==> config.mk <==
export PLATFORM = sky130hd
export DESIGN_NAME = mode_ctrl
export DESIGN_NICKNAME = d
export VERILOG_FILES = /design/src/rtl/tgif_ctrl_pkg.sv /design/src/rtl/byte_mask_gen.sv /design/src/rtl/mode_ctrl.sv
export SDC_FILE = /design/constraint.sdc
export NUM_CORES = 1
export LEC_CHECK = 0
export CAP_MARGIN = 20
export CORE_MARGIN = 1.5
export CORE_UTILIZATION = 30
export CTS_CLUSTER_SIZE = 8
export DETAILED_ROUTE_END_ITERATION = 7
export HOLD_SLACK_MARGIN = 0.08
export SLEW_MARGIN = 20
export SYNTH_ARGS = -nofsm -noshare
export SYNTH_HDL_FRONTEND = slang
export SYNTH_SLANG_ARGS = --single-unit
==> constraint.sdc <==
create_clock -name clk -period 2.7 [get_ports clk]
set_input_delay 0.405 -clock clk [delete_from_list [all_inputs] [get_ports clk]]
set_output_delay 0.405 -clock clk [all_outputs]
set_load 0.05 [all_outputs]
==> src/rtl/tgif_ctrl_pkg.sv <==
// rtl/tgif_ctrl_pkg.sv - shared types and constants for the TGIF mode controller
package tgif_ctrl_pkg;

  localparam int BUSWIDTH_DEF     = 32;
  localparam int BUSWIDTHBYTE_DEF = 4;
  localparam int ROUNDS_DEF       = 18;

  // Width of a counter that can hold 0..rounds
  function automatic int rnd_cnt_w(input int rounds);
    return $clog2(rounds + 1);
  endfunction

  localparam int RND_CNT_W = $clog2(ROUNDS_DEF + 1);

  typedef enum logic [3:0] {
    ST_IDLE,
    ST_KEY,
    ST_LOAD,
    ST_ABS,
    ST_MSG,
    ST_INIT,
    ST_RND,
    ST_FIX,
    ST_TAG
  } state_e;

  typedef enum logic [2:0] {
    OP_KEY   = 3'd0,
    OP_NONCE = 3'd1,
    OP_AD    = 3'd2,
    OP_ENC   = 3'd3,
    OP_DEC   = 3'd4,
    OP_TAG   = 3'd5,
    OP_RSV6  = 3'd6,
    OP_RSV7  = 3'd7
  } op_e;

  localparam logic [7:0] DOM_NONCE = 8'h00;
  localparam logic [7:0] DOM_AD    = 8'h02;
  localparam logic [7:0] DOM_MSG   = 8'h04;
  localparam logic [7:0] DOM_TAG   = 8'h08;

  // Base domain byte for a block type; bit0 (last) is OR-ed in by the caller
  function automatic logic [7:0] dom_of(input op_e op);
    case (op)
      OP_AD:          return DOM_AD;
      OP_ENC, OP_DEC: return DOM_MSG;
      OP_TAG:         return DOM_TAG;
      default:        return DOM_NONCE;
    endcase
  endfunction

endpackage

==> src/rtl/byte_mask_gen.sv <==
// rtl/byte_mask_gen.sv - per-byte decrypt mask for one word of a block
module byte_mask_gen #(
  parameter int NB = 4
) (
  input  logic [1:0]    beat,
  input  logic [4:0]    bytes,
  input  logic          dec,
  output logic [NB-1:0] mask
);

  logic [5:0] nbytes;
  logic [5:0] base;

  // Byte i of this beat is decrypted when its block offset lies below the valid byte count
  always_comb begin
    mask   = '0;
    nbytes = (bytes == 5'd0) ? 6'd16 : {1'b0, bytes};
    base   = 6'(beat) * 6'(NB);
    for (int i = 0; i < NB; i++) begin
      mask[i] = dec && ((base + 6'(i)) < nbytes);
    end
  end

endmodule

==> src/rtl/mode_ctrl.sv <==
// rtl/mode_ctrl.sv - block sequencing controller driving the mode_top datapath
module mode_ctrl
  import tgif_ctrl_pkg::*;
#(
  parameter int BUSWIDTH     = BUSWIDTH_DEF,
  parameter int BUSWIDTHBYTE = BUSWIDTHBYTE_DEF,
  parameter int ROUNDS       = ROUNDS_DEF
) (
  input  logic                    clk,
  input  logic                    rst,
  input  logic                    cmd_valid,
  output logic                    cmd_ready,
  input  logic [2:0]              cmd_op,
  input  logic                    cmd_last,
  input  logic [4:0]              cmd_bytes,
  input  logic                    sdi_valid,
  output logic                    sdi_ready,
  input  logic                    pdi_valid,
  output logic                    pdi_ready,
  output logic                    pdo_valid,
  input  logic                    pdo_ready,
  output logic                    srst,
  output logic                    sse,
  output logic                    senc,
  output logic                    xrst,
  output logic                    xse,
  output logic                    xenc,
  output logic                    erst,
  output logic                    sl,
  output logic                    correct_cnt,
  output logic [7:0]              dold,
  output logic [7:0]              dnew,
  output logic [BUSWIDTHBYTE-1:0] decrypt
);

  localparam int RW = rnd_cnt_w(ROUNDS);

  state_e                  state_q, state_d;
  op_e                     op_q, op_d;
  logic [1:0]              beat_q, beat_d;
  logic [RW-1:0]           rnd_q, rnd_d;
  logic [4:0]              bytes_q, bytes_d;
  logic [7:0]              dnew_q, dnew_d;
  logic [7:0]              dold_q, dold_d;
  logic                    fire;
  logic [BUSWIDTHBYTE-1:0] mask;

  byte_mask_gen #(.NB(BUSWIDTH / 8)) u_mask (
    .beat  (beat_q),
    .bytes (bytes_q),
    .dec   (op_q == OP_DEC),
    .mask  (mask)
  );

  assign dold = dold_q;
  assign dnew = dnew_q;

  // Next state, beat/round counters and all strobes; everything is held low while rst is asserted
  always_comb begin
    state_d     = state_q;
    op_d        = op_q;
    beat_d      = beat_q;
    rnd_d       = rnd_q;
    bytes_d     = bytes_q;
    dnew_d      = dnew_q;
    dold_d      = dold_q;
    fire        = 1'b0;
    cmd_ready   = 1'b0;
    sdi_ready   = 1'b0;
    pdi_ready   = 1'b0;
    pdo_valid   = 1'b0;
    srst        = 1'b0;
    sse         = 1'b0;
    senc        = 1'b0;
    xrst        = 1'b0;
    xse         = 1'b0;
    xenc        = 1'b0;
    erst        = 1'b0;
    sl          = 1'b0;
    correct_cnt = 1'b0;
    decrypt     = '0;

    if (rst) begin
      case (state_q)
        ST_IDLE: begin
          cmd_ready = 1'b1;
          if (cmd_valid) begin
            beat_d  = 2'd0;
            bytes_d = cmd_bytes;
            op_d    = op_e'(cmd_op);
            case (op_e'(cmd_op))
              OP_KEY: begin
                xrst    = 1'b1;
                state_d = ST_KEY;
              end
              OP_NONCE: begin
                srst    = 1'b1;
                state_d = ST_LOAD;
              end
              OP_AD:          state_d = ST_ABS;
              OP_ENC, OP_DEC: state_d = ST_MSG;
              OP_TAG:         state_d = ST_TAG;
              default:        state_d = ST_IDLE;
            endcase
            // Reserved opcodes leave the domain register untouched
            if (cmd_op <= 3'd5) begin
              dnew_d = dom_of(op_e'(cmd_op)) | {7'd0, cmd_last};
            end
          end
        end
        ST_KEY: begin
          sdi_ready = 1'b1;
          fire      = sdi_valid;
          xse       = fire;
        end
        ST_LOAD, ST_ABS: begin
          pdi_ready = 1'b1;
          fire      = pdi_valid;
          sse       = fire;
        end
        ST_MSG: begin
          // Input and output words move together, so each side sees the other's handshake
          pdi_ready = pdo_ready;
          pdo_valid = pdi_valid;
          fire      = pdi_valid & pdo_ready;
          sse       = fire;
          decrypt   = mask;
        end
        ST_TAG: begin
          pdo_valid = 1'b1;
          fire      = pdo_ready;
          sse       = fire;
          sl        = fire;
        end
        ST_INIT: begin
          erst    = 1'b1;
          rnd_d   = '0;
          state_d = ST_RND;
        end
        ST_RND: begin
          senc  = 1'b1;
          xenc  = 1'b1;
          rnd_d = rnd_q + RW'(1);
          if (rnd_q == RW'(ROUNDS - 1)) begin
            state_d = ST_FIX;
          end
        end
        ST_FIX: begin
          correct_cnt = 1'b1;
          dold_d      = dnew_q;
          state_d     = ST_IDLE;
        end
        default: state_d = ST_IDLE;
      endcase

      // Four beats per block; key and tag blocks skip the permutation
      if (fire) begin
        beat_d = beat_q + 2'd1;
        if (beat_q == 2'd3) begin
          state_d = ((state_q == ST_KEY) || (state_q == ST_TAG)) ? ST_IDLE : ST_INIT;
        end
      end
    end
  end

  // State and datapath-control registers with synchronous active-low reset
  always_ff @(posedge clk) begin
    if (!rst) begin
      state_q <= ST_IDLE;
      op_q    <= OP_KEY;
      beat_q  <= '0;
      rnd_q   <= '0;
      bytes_q <= '0;
      dnew_q  <= '0;
      dold_q  <= '0;
    end else begin
      state_q <= state_d;
      op_q    <= op_d;
      beat_q  <= beat_d;
      rnd_q   <= rnd_d;
      bytes_q <= bytes_d;
      dnew_q  <= dnew_d;
      dold_q  <= dold_d;
    end
  end

endmodule
# ---- After elaboration in Yosys (flattened, before gate mapping)
# Cells that the tools add are included.
dict set report totals {
  wordCells 101
  register_bits 35
}
dict set report classes {
  add_sub_neg 5
  n_reduce_logical 17
  bitwise_logic 2
  magnitude_cmp 5
  eq_ne 16
  n_mux 49
}
# operator count
set op_table {}
lappend op_table {{$mux W8} 4}
lappend op_table {{$mux W1} 26}
lappend op_table {{$mux W4} 6}
lappend op_table {{$pmux W4 S5} 1}
lappend op_table {{$lt A6 B6 Y1} 3}
lappend op_table {{$eq A4 B3 Y1 const B} 4}
lappend op_table {{$pmux W4 S4} 1}
lappend op_table {{$pmux W4 S3} 1}
lappend op_table {{$add A4 B2 Y5 const B} 2}
lappend op_table {{$pmux W5 S2} 1}
lappend op_table {{$eq A3 B3 Y1 const B} 3}
lappend op_table {{$eq A4 B2 Y1 const B} 2}
lappend op_table {{$or A8 B1 Y8} 1}
lappend op_table {{$eq A3 B2 Y1 const B} 2}
lappend op_table {{$lt A4 B6 Y1} 1}
lappend op_table {{$mux W2} 3}
lappend op_table {{$reduce_bool A2 Y1} 3}
lappend op_table {{$add A4 B1 Y5 const B} 1}
lappend op_table {{$add A5 B1 Y5 const B} 1}
lappend op_table {{$eq A5 B5 Y1 const B} 1}
lappend op_table {{$logic_not A5 Y1} 1}
lappend op_table {{$mux W5} 1}
lappend op_table {{$reduce_or A5 Y1} 1}
lappend op_table {{$eq A4 B1 Y1 const B} 1}
lappend op_table {{other kinds (17)} 23}

# ---- Longest topological paths before layout
# Gate-level depths: netlist of run 1.
dict set report depth {
  depth_word 8
  mapped_depth 6
}

# ---- Modules after synthesis
# A second synthesis of run 1 with hierarchy kept.
dict set report hier_totals {
  cells_unflattened 233
  area_unflattened_um2 1851.8
}
# module cells_each n_inst area_each_um2
set modules_own_cells {}
lappend modules_own_cells {mode_ctrl 212 1 1699.1}
lappend modules_own_cells {byte_mask_gen 21 1 152.6}

# ---- Worst setup path after synthesis of run 1
# OpenSTA, ideal clock, no wires.
dict set report synth_timing {
  kind {reg2out}
  startpoint {register state_q[3]}
  endpoint {output sse}
  stages_incl_launch_ff 4
  slack_ns 0.086
  t_arrival_ns 2.209
  n_path_buf 0
  cell_sequence {dfxtp_1 nand3b_1 a2111o_1 a221oi_1}
}
dict set report synth_via {
  elab_chain_len 4
  elab_cells_between_ends 7
  cone_classes {eq/ne (4); mux (2); reduce/logical (1)}
}
# item line_no
set synth_rtl {}
lappend synth_rtl {{from (decl)} mode_ctrl.sv:38} ;# state_e state_q, state_d;
lappend synth_rtl {{from (signal assigned)} mode_ctrl.sv:177} ;# state_q <= state_d;
lappend synth_rtl {{$eq A4 B2 Y1} mode_ctrl.sv:84} ;# case (state_q)
lappend synth_rtl {{$reduce_or A2 Y1} mode_ctrl.sv:84}
lappend synth_rtl {{$pmux W1 S3 (*)} mode_ctrl.sv:84}
lappend synth_rtl {{$mux W1 (*)} mode_ctrl.sv:83} ;# if (rst) begin
lappend synth_rtl {{to (decl)} mode_ctrl.sv:23} ;# output logic sse,
# Mark *: on every way between the ends. The rest lies on a longest branch, timed or not.

# ---- Worst setup path in the final report of run 1
dict set report layout_timing {
  startpoint {input rst}
  endpoint {output decrypt[0]}
}
dict set report layout_via {
  elab_chain_len 1
}
# item line_no
set layout_rtl {}
lappend layout_rtl {{from (decl)} mode_ctrl.sv:10} ;# input logic rst,
lappend layout_rtl {{$mux W4} mode_ctrl.sv:83}
lappend layout_rtl {{to (decl)} mode_ctrl.sv:33} ;# output logic [BUSWIDTHBYTE-1:0] decrypt
# No other way between the ends.

==> flow_metrics.tcl, run 1 <==
set metrics [dict create \
    status "finished, final reports clean" \
    cts_made_buffers 3 \
    min_path_type "reg2reg" \
    die-width_um 79.4 \
    area_growth_pct 39.7 \
    ys.flop_type "dfxtp_1" \
    dp_hpwl_um 3390 \
    rsz0062_at_grt "true" \
    cp_max_fo 3 \
    synth.yosys.seq_area_share_pct 30.9 \
    slew-limit-headroom_pct 62.3 \
    powerDensity_mw_per_mm2 620 \
    slew_violations 0 \
    cts_hold_buf 0 \
    port-buffer-count 39 \
    first_pass_iters 4 \
    reg2reg_depth 6 \
    cts_tree "built" \
    grt_overflow 0 \
    grt_max_degree 19 \
    period_minus_slack_ns 2.59 \
    grt_pass1_wl_um 7290 \
    max_freq_mhz 386 \
    yosys_register_bits 27 \
    die-area_mm2 0.00630 \
    drt-total-wl_um 4420 \
    floorplan.initialDensity_pct 31.4 \
    synth_enable_flop_cells 0 \
    whs_path_depth 2 \
    syn_inst 235 \
    vias 1730 \
    ys_types 47 \
    grt_pass1_vias 1560 \
    cts_buffer_depth 2 \
    hp-start "op_q[0]" \
    ir_drop_v 0.000249 \
    end_kind "output pin" \
    nFillCells 575 \
    p_leak_nw 0.949 \
    postLayoutCoreUtil_pct 43.9 \
    avgSynthCellArea_um2 7.45 \
    num-nets-final 296 \
    ant_nets 0 \
    antenna_found_initial 0 \
    cts_root_buffer "clkbuf_8" \
    h-tree-depth 1 \
    critPathKind "in2out" \
    fp.dieH_um 79.4 \
    drive_above_1_share_pct 15.3 \
    hold_viol_final 0 \
    track_usage_pct 14.7 \
    globalplace.congestion 0.828 \
    coreArea_mm2 0.00557 \
    synth_area_mm2 0.00175 \
    cts.sinks 27 \
    fin_skew_ns 0.00245 \
    maxCapViolCount 0 \
    crit_arrival_ns 2.19 \
    tns_ns 0 \
    tightest_slew_ns 0.560 \
    synthArstFlopShare_pct 0 \
    place_ws_ns 0.0763 \
    clk_pin_slew_ns 0.09 \
    setup_viol_count_final 0 \
    ys_warn_count 0 \
    regToRegStartpoint "state_q[2]" \
    vias_per_cell 5.00 \
    clk_latency_ns 0.27 \
    crit_start "rst" \
    finalCritPeriodShare_pct 96.0 \
    worstPathRequired_ns 2.30 \
    drc 0 \
    diodes 0 \
    fp-row-count 27 \
    wire_per_inst_um 12.8 \
    ios 48 \
    cp-start-kind "input pin" \
    worst_slack_ns 0.107 \
    drt_iter0_markers 70 \
]
==> stage by stage <==
step           hold slack [ns]  instances  cell area (um^2)  total power, mW
6_report                 0.465        346              2450             1.52
5_1_grt                  0.483        346              2450             1.63
4_1_cts                  0.461        346              2440             1.52
3_5_place_dp             0.448        342              2390             1.29
3_3_place_gp             0.445        342              2390             1.28
2_1_floorplan            0.431        242              1780             1.04
==> layout make-up <==
| class | instances | area [um^2] | area share, % |
|---|---|---|---|
| clock buffers | 3 | 41.3 | 1.69 |
| clock inverters | 1 | 5.00 | 0.205 |
| multi-input cells | 182 | 1070 | 43.9 |
| flip-flops and latches | 27 | 541 | 22.1 |
| repair buffers | 53 | 666 | 27.2 |
| well taps | 72 | 90.1 | 3.68 |
| inverters | 8 | 30.0 | 1.23 |
==> path summary, 6_finish.rpt <==
path,slack (ns),to
setup / recovery,0.11,decrypt[0]
hold / removal,0.46,op_q[0]
hold reg to reg,0.46,op_q[0]
setup reg to reg,0.85,state_q[3]
==> registers in the layout (all words and copies together), names as in the netlist <==
register  flops
dnew          4
bytes_q       5
op_q          3
rnd_q         5
beat_q        2
state_q       4
dold          4
==> layer usage <==
metal	global-route usage, %	routed length [um]	vias up
met3	1.83	221	4
met2	23.8	2000	49
li1	-	-	885
met4	5.26	60	0
met1	20.0	2140	792
met5	0	0	-
==> cell families (layout without fill, tap and decap cells) <==
kind of cell / count (synthesis) / in the layout / synth area share (%)
flops: 27 / 27 / 30.9
xor+xnor: 1 / 1 / 0.500
fa+ha+maj: 6 / 6 / 4.29
buf+inv: 33 / 65 / 9.58
other cells: 1 / 8 / 0.214
mux: 6 / 6 / 3.43
simple gates: 100 / 100 / 29.2
compound gates: 61 / 61 / 21.9
==> cells in the mapped netlist, drive strengths merged, types with 6 or more instances <==
cell type	n	area share, %
clkbuf	7	1.5
dfxtp	27	31
nand3	11	3.1
inv	8	1.7
a21oi	26	7.4
ha	6	4.3
mux2i	6	3.4
o21ai	10	2.9
nor2b	8	3.0
nand2	32	6.9
buf	18	6.4
nor2	22	4.9
==> cells in the final DEF (no fill, tap or decap), types with 2 or more instances in the layout <==
cell type / Yosys / routed
nand2_1: 32 / 32
dfxtp_1: 27 / 27
a21oi_1: 26 / 26
clkdlybuf4s50_1: 0 / 22
nor2_1: 21 / 21
buf_12: 0 / 17
buf_4: 9 / 14
nand3_1: 11 / 11
inv_1: 8 / 8
o21ai_0: 8 / 8
conb_1: 1 / 8
nor2b_1: 7 / 7
mux2i_1: 6 / 6
ha_1: 6 / 6
nor3_1: 5 / 5
a31oi_1: 5 / 5
nand2b_1: 4 / 4
a2bb2oi_1: 4 / 4
nor4_1: 3 / 3
and3_1: 3 / 3
nor3b_1: 3 / 3
clkbuf_8: 0 / 3
o21ai_1: 2 / 2
a221oi_1: 2 / 2
and2_1: 2 / 2
a41oi_1: 2 / 2
o211ai_1: 2 / 2
==> repair_timing <==
action | in CTS | in global routing
resized for setup | 0 | 1
setup buffers | 0 | 0
setup endpoints to repair | 0 | 3
==> power breakdown <==
| part | internal [mW] | switching, mW |
|---|---|---|
| logic | 0.307 | 0.464 |
| clock network | 0.103 | 0.127 |
| registers | 0.453 | 0.0627 |
==> critical path: stages <==
cell	delay, ns
clkdlybuf4s50_1	0.51
or3b_4	0.41
nor4_4	0.31
o31ai_2	0.13
a21oi_1	0.24
buf_12	0.17
No activity file was read; power rests on OpenSTA's default activity.
==> run 2, diff against run 1 <==
- GPL_ROUTABILITY_DRIVEN: not set -> 0
==> results of run 2 <==
Same layout as run 1: the final DEF is identical, and so are final timing and power.
==> run 3, diff against run 2 <==
- ABC_AREA: not set -> 1
- CAP_MARGIN: 20 -> 40
- CORE_UTILIZATION: 30 -> 35
==> run 3 against run 2 <==
Via count decreased by 7.6%. Count of clock-buffer cells in the layout did not move. Register-to-register slack gained 0.30 ns. Worst setup slack gained 0.36 ns. Critical endpoint unchanged. Maximum frequency up 16%. Largest power group is now registers.
==> flow_metrics.tcl, run 3 <==
set metrics [dict create \
    path_cells "nor2_4 > nand2_1 > nor2_1 > o21ai_1 > a21o_1 > nor2_1 > buf_12" \
    powerDensity_mw_per_mm2 431 \
    grt_pass1_wl_um 6670 \
    netSwitchingFraction_pct 34.9 \
    die-area_mm2 0.00500 \
    synthTopCellsByCount "nand2_1 (48), nor2_1 (32), dfxtp_1 (27)" \
    synth.area.top_cells "dfxtp_1 (34%), nand2_1 (11%), nor2_1 (7.5%)" \
    seqPwrFrac_pct 45.6 \
    area_growth_pct 39.1 \
    coreArea_mm2 0.00438 \
    crit_top_cell "nor2_1" \
    maxCapViolCount 0 \
    cts_resized 0 \
    synth-adder-area-share_pct 4.68 \
    first_pass_iters 4 \
    synthArstFlopShare_pct 0 \
    die-width_um 70.7 \
    tightest_slew_ns 0.513 \
    synth_top_area_share_pct 33.7 \
    rsz0062_at_grt "false" \
    critPathKind "reg2out" \
    cts_tree "built" \
    hold_viol_final 0 \
    finalCritPeriodShare_pct 82.6 \
    cp-start-kind "register" \
    diodes 0 \
    syn_inst 242 \
    avgSynthCellArea_um2 6.63 \
    synthMuxAreaShare_pct 0 \
    fin_skew_ns 0.0105 \
    antenna_found_initial 0 \
    yosys.area_share.simple_pct 32.1 \
    design_area_mm2 0.00223 \
    fp.dieH_um 70.7 \
    clk_pin_slew_ns 0.09 \
    hp-start "op_q[1]" \
    max_stage_delay_ns 0.41 \
    synth_area_mm2 0.00161 \
    grt_pass1_vias 1506 \
    cts_buffer_depth 2 \
    synth.yosys.seq_area_share_pct 33.7 \
    setup_viol_count_final 0 \
    slew_violations 0 \
    dp_hpwl_um 3070 \
    synth_enable_flop_cells 0 \
    ys_warn_count 0 \
    drt_iter0_markers 89 \
    post_cts_buffers 0 \
    p_int_uw 627 \
    cts_root_buffer "clkbuf_8" \
    vias_per_cell 4.82 \
    fp-row-count 24 \
    yosys_register_bits 27 \
    layout_commonest_cell "nand2_1" \
    max_freq_mhz 448 \
    grt_overflow 0 \
    grt_max_degree 16 \
    synthXorXnorAreaFrac_pct 0 \
    synth_compound_area_share_pct 15.5 \
    slowest_stage "dfxtp_1" \
    tns_ns 0 \
    r2r-end "dnew[2]" \
    worst-r2r-setup-slack_ns 1.15 \
    port-buffer-count 39 \
    clkPwrFrac_pct 24.1 \
    drc 0 \
    final_cell_mix "nand2_1 (48), nor2_1 (32), dfxtp_1 (27), inv_1 (24)" \
    drt-total-wl_um 3790 \
    synth_top_family_by_area "simple AND/OR/NAND/NOR gates" \
    crit_arrival_ns 1.83 \
    slew-limit-headroom_pct 65.7 \
    h-tree-depth 1 \
    regToRegStartpoint "state_q[1]" \
    status "finished, final reports clean" \
    reg2reg_depth 7 \
    drive_above_1_share_pct 15.0 \
    track_usage_pct 16.3 \
    min_path_type "reg2reg" \
    nFillCells 435 \
    num-nets-final 302 \
    yosysTopAreaCell "dfxtp_1" \
    ios 48 \
    p_sw_uw 336 \
    cts_hold_buf 0 \
    whs_path_depth 2 \
    clk_latency_ns 0.28 \
    worstPathRequired_ns 2.30 \
    ys_types 31 \
    cp_max_fo 8 \
    reg_top3 "bytes_q x5, rnd_q x5" \
    period_minus_slack_ns 2.23 \
    cts.sinks 27 \
    end_kind "output pin" \
    vias 1599 \
    p_leak_nw 0.959 \
    p_comb_share_pct 30.3 \
    yosysMostFrequentCell "nand2_1" \
    floorplan.initialDensity_pct 36.6 \
    dpl_cell_area_mm2 0.00219 \
    wire_per_inst_um 11.4 \
    hold-path-endpoint "op_q[1]" \
    ant_nets 0 \
    cts_made_buffers 3 \
    ys.flop_type "dfxtp_1" \
    ir_drop_v 0.000245 \
]
-- run 3: cell count changes after synthesis, sizes merged, moves of 6 or more --
cell / change
inv: +21
nand2: +17
nor2: +14
nor2b: -8
nor3: +7
o21ai: +7
mux2i: -6
nand3: +6
-- run 3: cells by family (layout without fill, tap and decap cells) --
| family | count (synthesis) | after routing |
|---|---|---|
| adders and majority gates | 6 | 6 |
| AOI/OAI and AO/OA | 46 | 46 |
| DFF | 27 | 27 |
| and+or+nand+nor | 115 | 115 |
| other | 1 | 8 |
| buffers and inverters | 47 | 78 |
-- run 3: final cells by class --
class                      count  area (um^2)  share of cell area [%]
multi-input combinational    175          870                    38.9
timing repair buffer          44          598                    26.8
sequential                    27          541                    24.2
inverter                      30          114                    5.10
tap                           52         65.1                    2.91
clock buffer                   3         41.3                    1.85
clock inverter                 1         5.00                   0.224
-- run 3: worst max path at each step --
stage | start | to | cells past startpoint
final | state_q[1] | decrypt[0] | 7
after CTS | state_q[2] | decrypt[0] | 8
after detailed placement | rst | decrypt[0] | 7
after floorplan | beat_q[0] | decrypt[2] | 7
after global placement | cmd_valid | xrst | 6
after global routing | bytes_q[1] | decrypt[2] | 8
-- run 3: routing by layer --
metal | wire (um) | GRT usage, % | up-vias
met4 | 53 | 6.08 | 0
met5 | 0 | 0 | -
met2 | 1580 | 24.8 | 44
met1 | 1960 | 23.3 | 712
met3 | 196 | 2.71 | 4
li1 | - | - | 839
-- run 3: power groups by stage --
stage / combinational (mW) / clock, mW / sequential [mW]
2_1_floorplan: 0.196 / 0 / 0.454
3_3_place_gp: 0.291 / 0 / 0.448
3_5_place_dp: 0.291 / 0 / 0.448
4_1_cts: 0.292 / 0.239 / 0.439
5_1_grt: 0.322 / 0.258 / 0.444
6_report: 0.292 / 0.232 / 0.439
-- run 3: stage by stage --
| stage | utilization [%] | std cells | worst slack (ns) | hold slack [ns] | power [mW] |
|---|---|---|---|---|---|
| floorplan | - | 249 | 0.328 | 0.444 | 0.650 |
| detailed placement | 49.9 | 328 | 0.512 | 0.472 | 0.739 |
| global route | 50.9 | 332 | 0.281 | 0.509 | 1.02 |
| global placement | 49.9 | 328 | 0.520 | 0.462 | 0.739 |
| CTS | 50.9 | 332 | 0.445 | 0.488 | 0.970 |
| finish | 50.9 | 332 | 0.469 | 0.485 | 0.963 |
-- run 3: critical path: cells and delay by family (launching register included) --
kind | cells | cell delay (ns)
DFF | 1 | 0.41
and+or+nand+nor | 4 | 0.69
buffers and inverters | 1 | 0.17
AOI/OAI and AO/OA | 2 | 0.28
